File: src/rtl/i2c_cmd_bridge_pkg.sv
// Shared definitions for the host-command to I2C-master bridge: FSM states,
// status bit positions and buffer sizing helpers.
package i2c_cmd_bridge_pkg;

    typedef enum logic [3:0] {
        ST_HDR,
        ST_ADDR_LO,
        ST_RLEN_HI,
        ST_RLEN_LO,
        ST_WLEN,
        ST_PAYLOAD,
        ST_LOAD,
        ST_WAIT_START,
        ST_WAIT_DONE,
        ST_DRAIN,
        ST_STATUS
    } state_t;

    localparam int unsigned STAT_AL          = 0;
    localparam int unsigned STAT_NAK         = 1;
    localparam int unsigned STAT_LEN_ERR     = 2;
    localparam int unsigned MAX_WLEN_DEFAULT = 16;

    function automatic int unsigned idx_width(input int unsigned depth);
        return (depth <= 1) ? 1 : $clog2(depth);
    endfunction

    function automatic logic [7:0] status_byte(input logic al, input logic nak, input logic len_err);
        logic [7:0] s;
        s = '0;
        s[STAT_AL]      = al;
        s[STAT_NAK]     = nak;
        s[STAT_LEN_ERR] = len_err;
        return s;
    endfunction

endpackage

File: src/rtl/i2c_cmd_buf.sv
// Payload staging buffer: simple dual-port register file, synchronous write,
// combinational read. Contents are not reset.
module i2c_cmd_buf
    import i2c_cmd_bridge_pkg::*;
#(
    parameter int unsigned DEPTH = MAX_WLEN_DEFAULT,
    parameter int unsigned IW    = idx_width(DEPTH)
) (
    input  logic          clk_in,
    input  logic          wr_en,
    input  logic [IW-1:0] wr_idx,
    input  logic [7:0]    wr_data,
    input  logic [IW-1:0] rd_idx,
    output logic [7:0]    rd_data
);

    logic [7:0] mem [2**IW];

    always_ff @(posedge clk_in) begin
        if (wr_en) mem[wr_idx] <= wr_data;
    end

    assign rd_data = mem[rd_idx];

endmodule

File: src/rtl/i2c_cmd_bridge.sv
// Parses host command bytes, stages the write payload, feeds the I2C master
// TX FIFO, forwards RX bytes to the host and terminates with a status byte.
module i2c_cmd_bridge
    import i2c_cmd_bridge_pkg::*;
#(
    parameter int unsigned MAX_WLEN = MAX_WLEN_DEFAULT
) (
    input  logic        clk_in,
    input  logic        reset_n_in,
    input  logic [7:0]  h2f_data_in,
    input  logic        h2f_valid_in,
    output logic        h2f_ready_out,
    output logic [7:0]  f2h_data_out,
    output logic        f2h_valid_out,
    input  logic        f2h_ready_in,
    output logic [7:0]  txf_din_out,
    output logic        txf_wr_out,
    input  logic        txf_full_in,
    input  logic [7:0]  rxf_dout_in,
    output logic        rxf_rd_out,
    input  logic        rxf_empty_in,
    output logic [9:0]  slave_addr_out,
    output logic        tenbit_out,
    output logic [15:0] bytes2read_out,
    input  logic        idle_in,
    input  logic        al_in,
    input  logic        nak_in
);

    localparam int unsigned IW = idx_width(MAX_WLEN);

    state_t      state;
    logic        alive;
    logic [7:0]  wlen;
    logic [7:0]  cnt;
    logic [1:0]  done_stat;
    logic        rd_pend;
    logic [7:0]  f2h_data;
    logic        f2h_valid;
    logic [9:0]  addr;
    logic        tenbit;
    logic [15:0] rlen;
    logic [7:0]  buf_rd;
    logic        h2f_acc;
    logic        f2h_acc;
    logic        rd_window;
    logic        last_byte;
    logic        buf_wr;

    // alive keeps ready low while reset is asserted even though state is HDR
    assign h2f_ready_out  = alive && (state inside {ST_HDR, ST_ADDR_LO, ST_RLEN_HI,
                                                    ST_RLEN_LO, ST_WLEN, ST_PAYLOAD});
    assign h2f_acc        = h2f_valid_in && h2f_ready_out;
    assign f2h_acc        = f2h_valid && f2h_ready_in;
    assign rd_window      = state inside {ST_WAIT_START, ST_WAIT_DONE, ST_DRAIN};
    assign rxf_rd_out     = rd_window && !rxf_empty_in && !rd_pend && !f2h_valid;
    assign txf_wr_out     = (state == ST_LOAD) && !txf_full_in;
    assign txf_din_out    = (state == ST_LOAD) ? buf_rd : '0;
    assign last_byte      = (cnt == wlen - 8'd1);
    assign buf_wr         = (state == ST_PAYLOAD) && h2f_acc;
    assign f2h_data_out   = f2h_data;
    assign f2h_valid_out  = f2h_valid;
    assign slave_addr_out = addr;
    assign tenbit_out     = tenbit;
    assign bytes2read_out = rlen;

    i2c_cmd_buf #(.DEPTH(MAX_WLEN)) u_buf (
        .clk_in  (clk_in),
        .wr_en   (buf_wr),
        .wr_idx  (cnt[IW-1:0]),
        .wr_data (h2f_data_in),
        .rd_idx  (cnt[IW-1:0]),
        .rd_data (buf_rd)
    );

    always_ff @(posedge clk_in or negedge reset_n_in) begin
        if (!reset_n_in) begin
            state     <= ST_HDR;
            alive     <= 1'b0;
            wlen      <= '0;
            cnt       <= '0;
            done_stat <= '0;
            rd_pend   <= 1'b0;
            f2h_data  <= '0;
            f2h_valid <= 1'b0;
            addr      <= '0;
            tenbit    <= 1'b0;
            rlen      <= '0;
        end else begin
            alive   <= 1'b1;
            rd_pend <= rxf_rd_out;
            if (f2h_acc) f2h_valid <= 1'b0;
            // RX data arrives the cycle after the pop; f2h is free by construction
            if (rd_pend) begin
                f2h_data  <= rxf_dout_in;
                f2h_valid <= 1'b1;
            end
            case (state)
                ST_HDR: if (h2f_acc) begin
                    tenbit    <= h2f_data_in[7];
                    addr[9:8] <= h2f_data_in[1:0];
                    state     <= ST_ADDR_LO;
                end
                ST_ADDR_LO: if (h2f_acc) begin
                    addr[7:0] <= h2f_data_in;
                    state     <= ST_RLEN_HI;
                end
                ST_RLEN_HI: if (h2f_acc) begin
                    rlen[15:8] <= h2f_data_in;
                    state      <= ST_RLEN_LO;
                end
                ST_RLEN_LO: if (h2f_acc) begin
                    rlen[7:0] <= h2f_data_in;
                    state     <= ST_WLEN;
                end
                ST_WLEN: if (h2f_acc) begin
                    wlen <= h2f_data_in;
                    cnt  <= '0;
                    if (h2f_data_in == 8'd0 || 32'(h2f_data_in) > MAX_WLEN) begin
                        f2h_data  <= status_byte(1'b0, 1'b0, 1'b1);
                        f2h_valid <= 1'b1;
                        state     <= ST_STATUS;
                    end else begin
                        state <= ST_PAYLOAD;
                    end
                end
                ST_PAYLOAD: if (h2f_acc) begin
                    if (last_byte) begin
                        cnt   <= '0;
                        state <= ST_LOAD;
                    end else begin
                        cnt <= cnt + 8'd1;
                    end
                end
                ST_LOAD: if (!txf_full_in) begin
                    cnt <= cnt + 8'd1;
                    if (last_byte) state <= ST_WAIT_START;
                end
                ST_WAIT_START: if (!idle_in) state <= ST_WAIT_DONE;
                ST_WAIT_DONE: if (idle_in) begin
                    done_stat <= {nak_in, al_in};
                    state     <= ST_DRAIN;
                end
                ST_DRAIN: if (rxf_empty_in && !rd_pend && !f2h_valid) begin
                    f2h_data  <= status_byte(done_stat[0], done_stat[1], 1'b0);
                    f2h_valid <= 1'b1;
                    state     <= ST_STATUS;
                end
                ST_STATUS: if (f2h_acc) state <= ST_HDR;
                default: state <= ST_HDR;
            endcase
        end
    end

endmodule

File: config.mk
export PLATFORM = sky130hd
export DESIGN_NAME = i2c_cmd_bridge
export DESIGN_NICKNAME = d
export VERILOG_FILES = /design/src/rtl/i2c_cmd_bridge_pkg.sv /design/src/rtl/i2c_cmd_buf.sv /design/src/rtl/i2c_cmd_bridge.sv
export SDC_FILE = /design/constraint.sdc
export NUM_CORES = 1
export LEC_CHECK = 0
export ABC_AREA = 1
export CAP_MARGIN = 20
export CORE_UTILIZATION = 45
export DETAILED_ROUTE_END_ITERATION = 8
export PLACE_DENSITY = 0.69
export RECOVER_POWER = 100
export REMOVE_ABC_BUFFERS = 1
export SETUP_SLACK_MARGIN = 0.5
export SLEW_MARGIN = 40
export SYNTH_ARGS = -nofsm -noshare
export SYNTH_HDL_FRONTEND = slang
export SYNTH_SLANG_ARGS = --single-unit
File: constraint.sdc
create_clock -name clk_in -period 1.7 [get_ports clk_in]
set_input_delay 0.425 -clock clk_in [delete_from_list [all_inputs] [get_ports clk_in]]
set_output_delay 0.425 -clock clk_in [all_outputs]
set_load 0.005 [all_outputs]
==> results of run 1 <==
registers in the layout, indices dropped and copies added, names as in the netlist, 2 cells and up:
signal,cells
u_buf.mem,128
bytes2read_out,16
slave_addr_out,10
cnt,8
f2h_data_out,8
wlen,8
state,4
done_stat,2
power by group:
part	internal (mW)	switching [mW]
Clock	2.22	1.87
Combinational	3.32	3.40
Sequential	5.49	0.408
Total	11.0	5.67
path summary, 6_finish.rpt:
check,cells past startpoint,startpoint,end
max in group asynchronous,3,reset_n_in,cnt[0]
worst max register to register,15,wlen[0],state[3]
min in group asynchronous,3,reset_n_in,f2h_data_out[6]
worst min register to register,1,tenbit_out,tenbit_out
worst max-delay path,8,cnt[0],txf_din_out[2]
worst min-delay path,1,tenbit_out,tenbit_out
layout by cell type (no fill, tap or decap), types with 9 or more instances in the layout:
cell type / netlist / final
edfxtp_1: 128 / 128
nor2_1: 142 / 103
buf_2: 7 / 34
nor2_4: 3 / 30
dfrtp_1: 60 / 59
nand2_1: 123 / 90
o21ai_1: 6 / 32
o21ai_0: 88 / 49
nor2_2: 3 / 15
inv_2: 4 / 12
clkdlybuf4s50_1: 0 / 15
o22ai_1: 20 / 17
nand3_1: 14 / 10
mux2_4: 0 / 17
inv_1: 50 / 36
dlygate4sd3_1: 0 / 9
nand2_2: 2 / 19
buf_8: 0 / 13
clkbuf_1: 16 / 15
o21ai_2: 0 / 13
clkbuf_16: 0 / 17
buf_4: 3 / 88
buf_6: 1 / 48
nand2_4: 1 / 12
a21oi_1: 18 / 10
what timing repair did:
item	CTS	global route
pin swaps	46	41
endpoints found under the hold margin	23	0
endpoints found under the setup margin	234	234
gates cloned	2	0
hold buffers	1	0
gates resized for setup	430	84
buffers inserted	25	17
routing by layer:
layer  part of all wire (%)  vias to the layer above  global-route usage [%]  wire length, µm
met5                      0                        -                       0                0
met4                    3.2                        0                    10.8              743
met2                     50                      284                    43.5            11600
li1                       -                     3050                       -                -
met3                    6.5                       51                    5.59             1510
met1                     40                     3249                    31.9             9280
final cells by class:
cell class / count / area [µm²]
Fill cell: 1201 / 5720
Sequential cell: 188 / 5350
Multi-Input combinational cell: 480 / 3190
Timing Repair Buffer: 240 / 2100
Clock buffer: 17 / 425
Tap cell: 225 / 282
Inverter: 55 / 229
Clock inverter: 15 / 179
worst reg2reg max path: stages, from the launching register on:
cell and delay (ns):
dfrtp_1 0.40, inv_2 0.09, ha_4 0.21, nand2_2 0.07, inv_2 0.04, nor2_2 0.10
nand2_1 0.06, nor2_1 0.14, nand3_1 0.09, nor2_1 0.14, nand3_1 0.11, nand2_2 0.13
buf_6 0.13, nand2_8 0.09, nand2_4 0.09, o21ai_2 0.06
cells by family after synthesis:
kind of cell | after synthesis | synth area share, %
AOI/OAI and AO/OA | 146 | 10.0
xor gates and xnor gates | 9 | 1.14
adders and majority gates | 5 | 0.771
buffers and inverters | 83 | 4.18
DFF | 188 | 65.9
muxes | 20 | 2.75
other | 1 | 0.0462
and+or+nand+nor | 299 | 15.2
==> results.md, run 1 <==
* Ys async rst share at 31.9%
* CP max-delay cell: dfrtp_2
* Fraction of the yosys area taken by sequential cells at 65.9%
* Dpl ws at -0.758 ns
* Final Instance Count excl. Fillers at ~1,200
* CTS max path bufs at 2
* First-pass GRT wire length at 35,000 µm
* Post-Route WL at 23,200 µm
* Total Neg Setup Slack at -47.80 ns
* Io pins at approximately 70
* Post-route clock period utilization at 144%
* Placed instance area at 9970 µm²
* Dpl cells at 1,143
* Top post-synthesis cells by area: edfxtp_1 (47%), dfrtp_1 (19%), nor2_1 (6.6%)
* CP Data Required Time at 1.27 ns
* Yosys warns at 0
* CTS buffer count at 17
* Fin. Hold Viols at 0
* Crit-path leading delay family: buffers and inverters
* Clock Skews at 0.0166 ns
* Area of the mapped netlist at approximately 8000 µm²
* Critical Path Sink Type: primary output
* CP Class: reg2out
* RSZ-0062 raised after global routing: yes
* CP peak stage delay at 0.47 ns
* Crit-path most repeated cell: buf_6
* Cell area after layout at 11,800 µm²
* Failing checks: setup timing
* Core Region at ~17,000 µm²
* HPWL Detailed at 14,000 µm
* Clock Latency Late Sink at ~0.44 ns
* ANT cells at 0
* Initial core utilization at a little under half
* Pin count of the biggest net entering global routing at 61
* Total power at 16.7 mW
* Leakage Power at roughly 4.7 nW
* DR iter-0 viols at 564
* Vias per cell at 5.44
* Maximum VDD drop at 1.02 mV
* Post-synth top flop: edfxtp_1
* Worst hold margin at 0.498 ns
* CP max FO at 8
* Area of the die at 18,600 µm²
* # DRC at 0
* GP Congestion at roughly 0.88
* Yosys top cell by area: edfxtp_1
* Worst-Margin Slew at 0.856 ns
* CP bufs+invs at 4
* Vias in the first global route at about 6,600
* Root buf cell: clkbuf_16
* CP Data Arrival Time at between 2 and 2.5 ns
* Status: finished with violations
* Chip Width at 136 µm
* CTS clk-pin slew, worst paths at approximately 0.080 ns
* Most common cell in the netlist: nor2_1
* Final Util at 67.2%
* Layout cells sized above 1 at 39.8%
* H-tree depth at 4
* Post-synth top cells: nor2_1 (142), edfxtp_1 (128), nand2_1 (123), o21ai_0 (88), dfrtp_1 (60)
* Grt ovf at 0
* Max Fclk at 409 MHz
* GRT Total Usage at 25.8%
* CP startpoint kind: flop
* Layout Nets at 1,012
* Final Setup Violations at 193
* Post-DRT Antenna Nets at 0
* Drt pass-1 iters at 5
* # rows at 48
* Pwr/cell area at 1420 nW/µm²
* Crit-path cells: buf_8 > buf_6 > buf_6 > o21ai_1 > o22ai_1 > nand2_1 > a41oi_2 > buf_2
* Minimum clock period at 2.45 ns
* Fin. max-slew vios at 0
* DIE HEIGHT at ~140 µm
* Area grow syn2layout at 44.9%
* Synth cell types at 42
* Post-synth top area share at 47.4%
* I/O Buffers at 71
* CTS tree: built
* HP Class: reg2reg
* Initial antenna violation count at 0
* #FFs+latches synth at 188
* Sink Count at 188
* Total number of vias at ~6,600
* Synthesized instance count at between 700 and 800
* Post-synth EDFFs at 128
* WL/cell at 19.0 µm
* Slew HR at 42.9%
* Syn avg cell area at 10.8 µm²
* Final WS setup at -0.747 ns
* Register-to-Register Setup Slack at -0.35 ns
* Max-cap viol count at 0
No activity file was read; power rests on OpenSTA's default activity.
==> run 2: changes to the inputs <==
- GPL_TIMING_DRIVEN: unset -> 0
==> run 2 against run 1 <==
The run still ends with setup timing left. Cell area shrank 1.4%. Final cell count fell by 3.1%. Global-route usage down 0.14 points.
==> results.md, run 2 (synthesis results as in run 1) <==
* CP Class: reg2out (unchanged)
* Total number of vias at 6,610 (was 6,634)
* H-tree depth at 4 (unchanged)
* Minimum clock period at 2.61 ns (was 2.45 ns)
* Layout Nets at 974 (was 1,012)
* Int Power at 11.2 mW (was 11.0 mW)
* Reg2reg start: state[3] (was wlen[0])
* CP max FO at 6 (was 8)
* Clock share of power at 23.8% (was 24.5%)
* Register-to-Register Setup Slack at -0.68 ns (was -0.35 ns)
* Initial core utilization at 46.4% (unchanged)
* Worst Setup SP: cnt[1] (was cnt[0])
* Final WS setup at -0.908 ns (was -0.747 ns)
* Drt pass-1 iters at 6 (was 5)
* Post-Route WL at 24,400 µm (was 23,200 µm)
* Dpl cells at 1,022 (was 1,143)
* Sink Count at 188 (unchanged)
* Fin. max-slew vios at 0 (unchanged)
* Status: finished with violations (unchanged)
* Initial antenna violation count at 0 (unchanged)
* Max-cap viol count at 0 (unchanged)
* Vias per cell at 5.59 (was 5.44)
* Area of the die at 18,600 µm² (unchanged)
* CTS max path bufs at 2 (unchanged)
* Commonest non-fill, non-tap cell in the layout: edfxtp_1 (unchanged)
* Fin. Hold Viols at 0 (unchanged)
* DIE HEIGHT at 136 µm (unchanged)
* Root buf cell: clkbuf_16 (unchanged)
* Failing checks: setup timing (unchanged)
* First-pass GRT wire length at 34,800 µm (was 35,000 µm)
* CP Data Required Time at 1.27 ns (about the same)
* Post-DRT Antenna Nets at 0 (unchanged)
* Io pins at 72 (unchanged)
* Maximum VDD drop at 0.995 mV (was 1.02 mV)
* HPWL Detailed at 11,500 µm (was 14,000 µm)
* # rows at 48 (unchanged)
* Area grow syn2layout at 42.9% (was 44.9%)
* CTS clk-pin slew, worst paths at 0.07 ns (was 0.08 ns)
* Total Neg Setup Slack at -105.45 ns (was -47.80 ns)
* GRT Total Usage at 25.6% (was 25.8%)
* CP Data Arrival Time at 2.18 ns (was 2.02 ns)
* Switching share of power at 34.2% (was 34.0%)
* GP Congestion at 0.875 (was 0.876)
* WL/cell at 20.6 µm (was 19.0 µm)
* CP startpoint kind: flop (unchanged)
* CP endpoint: txf_din_out[5] (was txf_din_out[2])
* DR iter-0 viols at 569 (was 564)
* Worst r2r dst: u_buf.mem[8][6] (was state[3])
* Final Instance Count excl. Fillers at 1,182 (was 1,220)
* Slew HR at 13.4% (was 42.9%)
* Clock Skews at 0.00604 ns (was 0.0166 ns)
* Pin count of the biggest net entering global routing at 39 (was 61)
* Sequential fraction of design power at 35.3% (about the same)
* CTS buffer count at 17 (unchanged)
* ANT cells at 0 (unchanged)
* CTS tree: built (unchanged)
* Post-route clock period utilization at 153% (was 144%)
* Worst hold margin at 0.514 ns (was 0.498 ns)
* Leakage Power at 4.57 nW (was 4.75 nW)
* Max Fclk at 383 MHz (was 409 MHz)
* Clock Latency Late Sink at 0.43 ns (was 0.44 ns)
* Max reg flops at 128 (unchanged)
* Psw at 5.81 mW (was 5.67 mW)
* HP Class: reg2reg (unchanged)
* # DRC at 0 (unchanged)
* RSZ-0062 raised after global routing: yes (unchanged)
* Final Setup Violations at 195 (was 193)
* Layout cells sized above 1 at 36.8% (was 39.8%)
* Worst-Margin Slew at 1.30 ns (was 0.856 ns)
* Top reg by flops: u_buf.mem (unchanged)
* Total power at 17.0 mW (was 16.7 mW)
* Pwr/cell area at 1460 nW/µm² (was 1420 nW/µm²)
* Critical Path Sink Type: primary output (unchanged)
* Chip Width at 136 µm (unchanged)
* Grt ovf at 0 (unchanged)
* Comb power frac at 40.9% (was 40.2%)
* Reg2Reg Depth at 13 (was 15)
* I/O Buffers at 71 (unchanged)
* Core Region at 17,500 µm² (unchanged)
* Vias in the first global route at 6,366 (was 6,552)
* Commonest non-fill, non-tap cells in the layout: edfxtp_1 (128), nor2_1 (97), nand2_1 (91) (was edfxtp_1 (128), nor2_1 (103), nand2_1 (90))
-- run 2: power groups by stage --
stage,Clock (mW),Sequential (mW),Combinational [mW]
2_1_floorplan,0,6.09,2.03
3_5_place_dp,0,6.14,3.92
4_1_cts,4.04,5.95,5.78
5_1_grt,4.27,6.03,7.34
6_report,4.04,5.98,6.93
3_3_place_gp,0,6.24,3.66
-- run 2: worst min-delay path by stage --
stage / from / to / slack [ns] / cells after the start
after global placement: bytes2read_out[13] / bytes2read_out[13] / 0.47 / 1
final: bytes2read_out[14] / bytes2read_out[14] / 0.51 / 1
after CTS: reset_n_in / bytes2read_out[15] / 0.43 / 2
after detailed placement: reset_n_in / f2h_data_out[3] / 0.34 / 1
after global routing: bytes2read_out[14] / bytes2read_out[14] / 0.52 / 1
after floorplan: reset_n_in / alive / 0.13 / 0
-- run 2: layer usage --
| layer | share of wire, % | GRT usage [%] |
|---|---|---|
| met2 | 50 | 42.4 |
| met4 | 4.6 | 12.0 |
| met1 | 39 | 31.3 |
| met3 | 7.0 | 6.52 |
| met5 | 0 | 0 |
-- run 2: timing repair --
action	in CTS	in global routing
pin swaps	47	45
hold endpoints to repair	22	0
buffers inserted	90	31
gates resized for setup	435	90
endpoints found under the setup margin	330	234
cloned	5	1
hold buffers	1	0
-- run 2: critical path, stage by stage, from the launching register on --
cell        delay (ns)
dfrtp_4           0.51
buf_6             0.14
clkinvlp_4        0.08
buf_4             0.18
o21ai_0           0.11
o22ai_1           0.26
nand2_1           0.17
a41oi_2           0.18
buf_2             0.14
-- run 2: area by class of cell --
type,count,area (µm²)
fill,1195,5880
tap,225,282
clock inverter,15,170
multi-input combinational,480,3180
inverter,55,245
clock buffer,17,425
timing repair inverter,1,8.76
sequential,188,5360
timing repair buffer,201,1930
-- run 2: per-stage QoR --
stage | util, % | worst slack, ns | area, µm²
2_1_floorplan | - | -1.51 | 7980
3_3_place_gp | 51.3 | -3.87 | 8970
3_5_place_dp | 51.7 | -1.35 | 9030
4_1_cts | 63.6 | -0.830 | 11100
5_1_grt | 66.3 | -0.965 | 11600
6_report | 66.3 | -0.908 | 11600
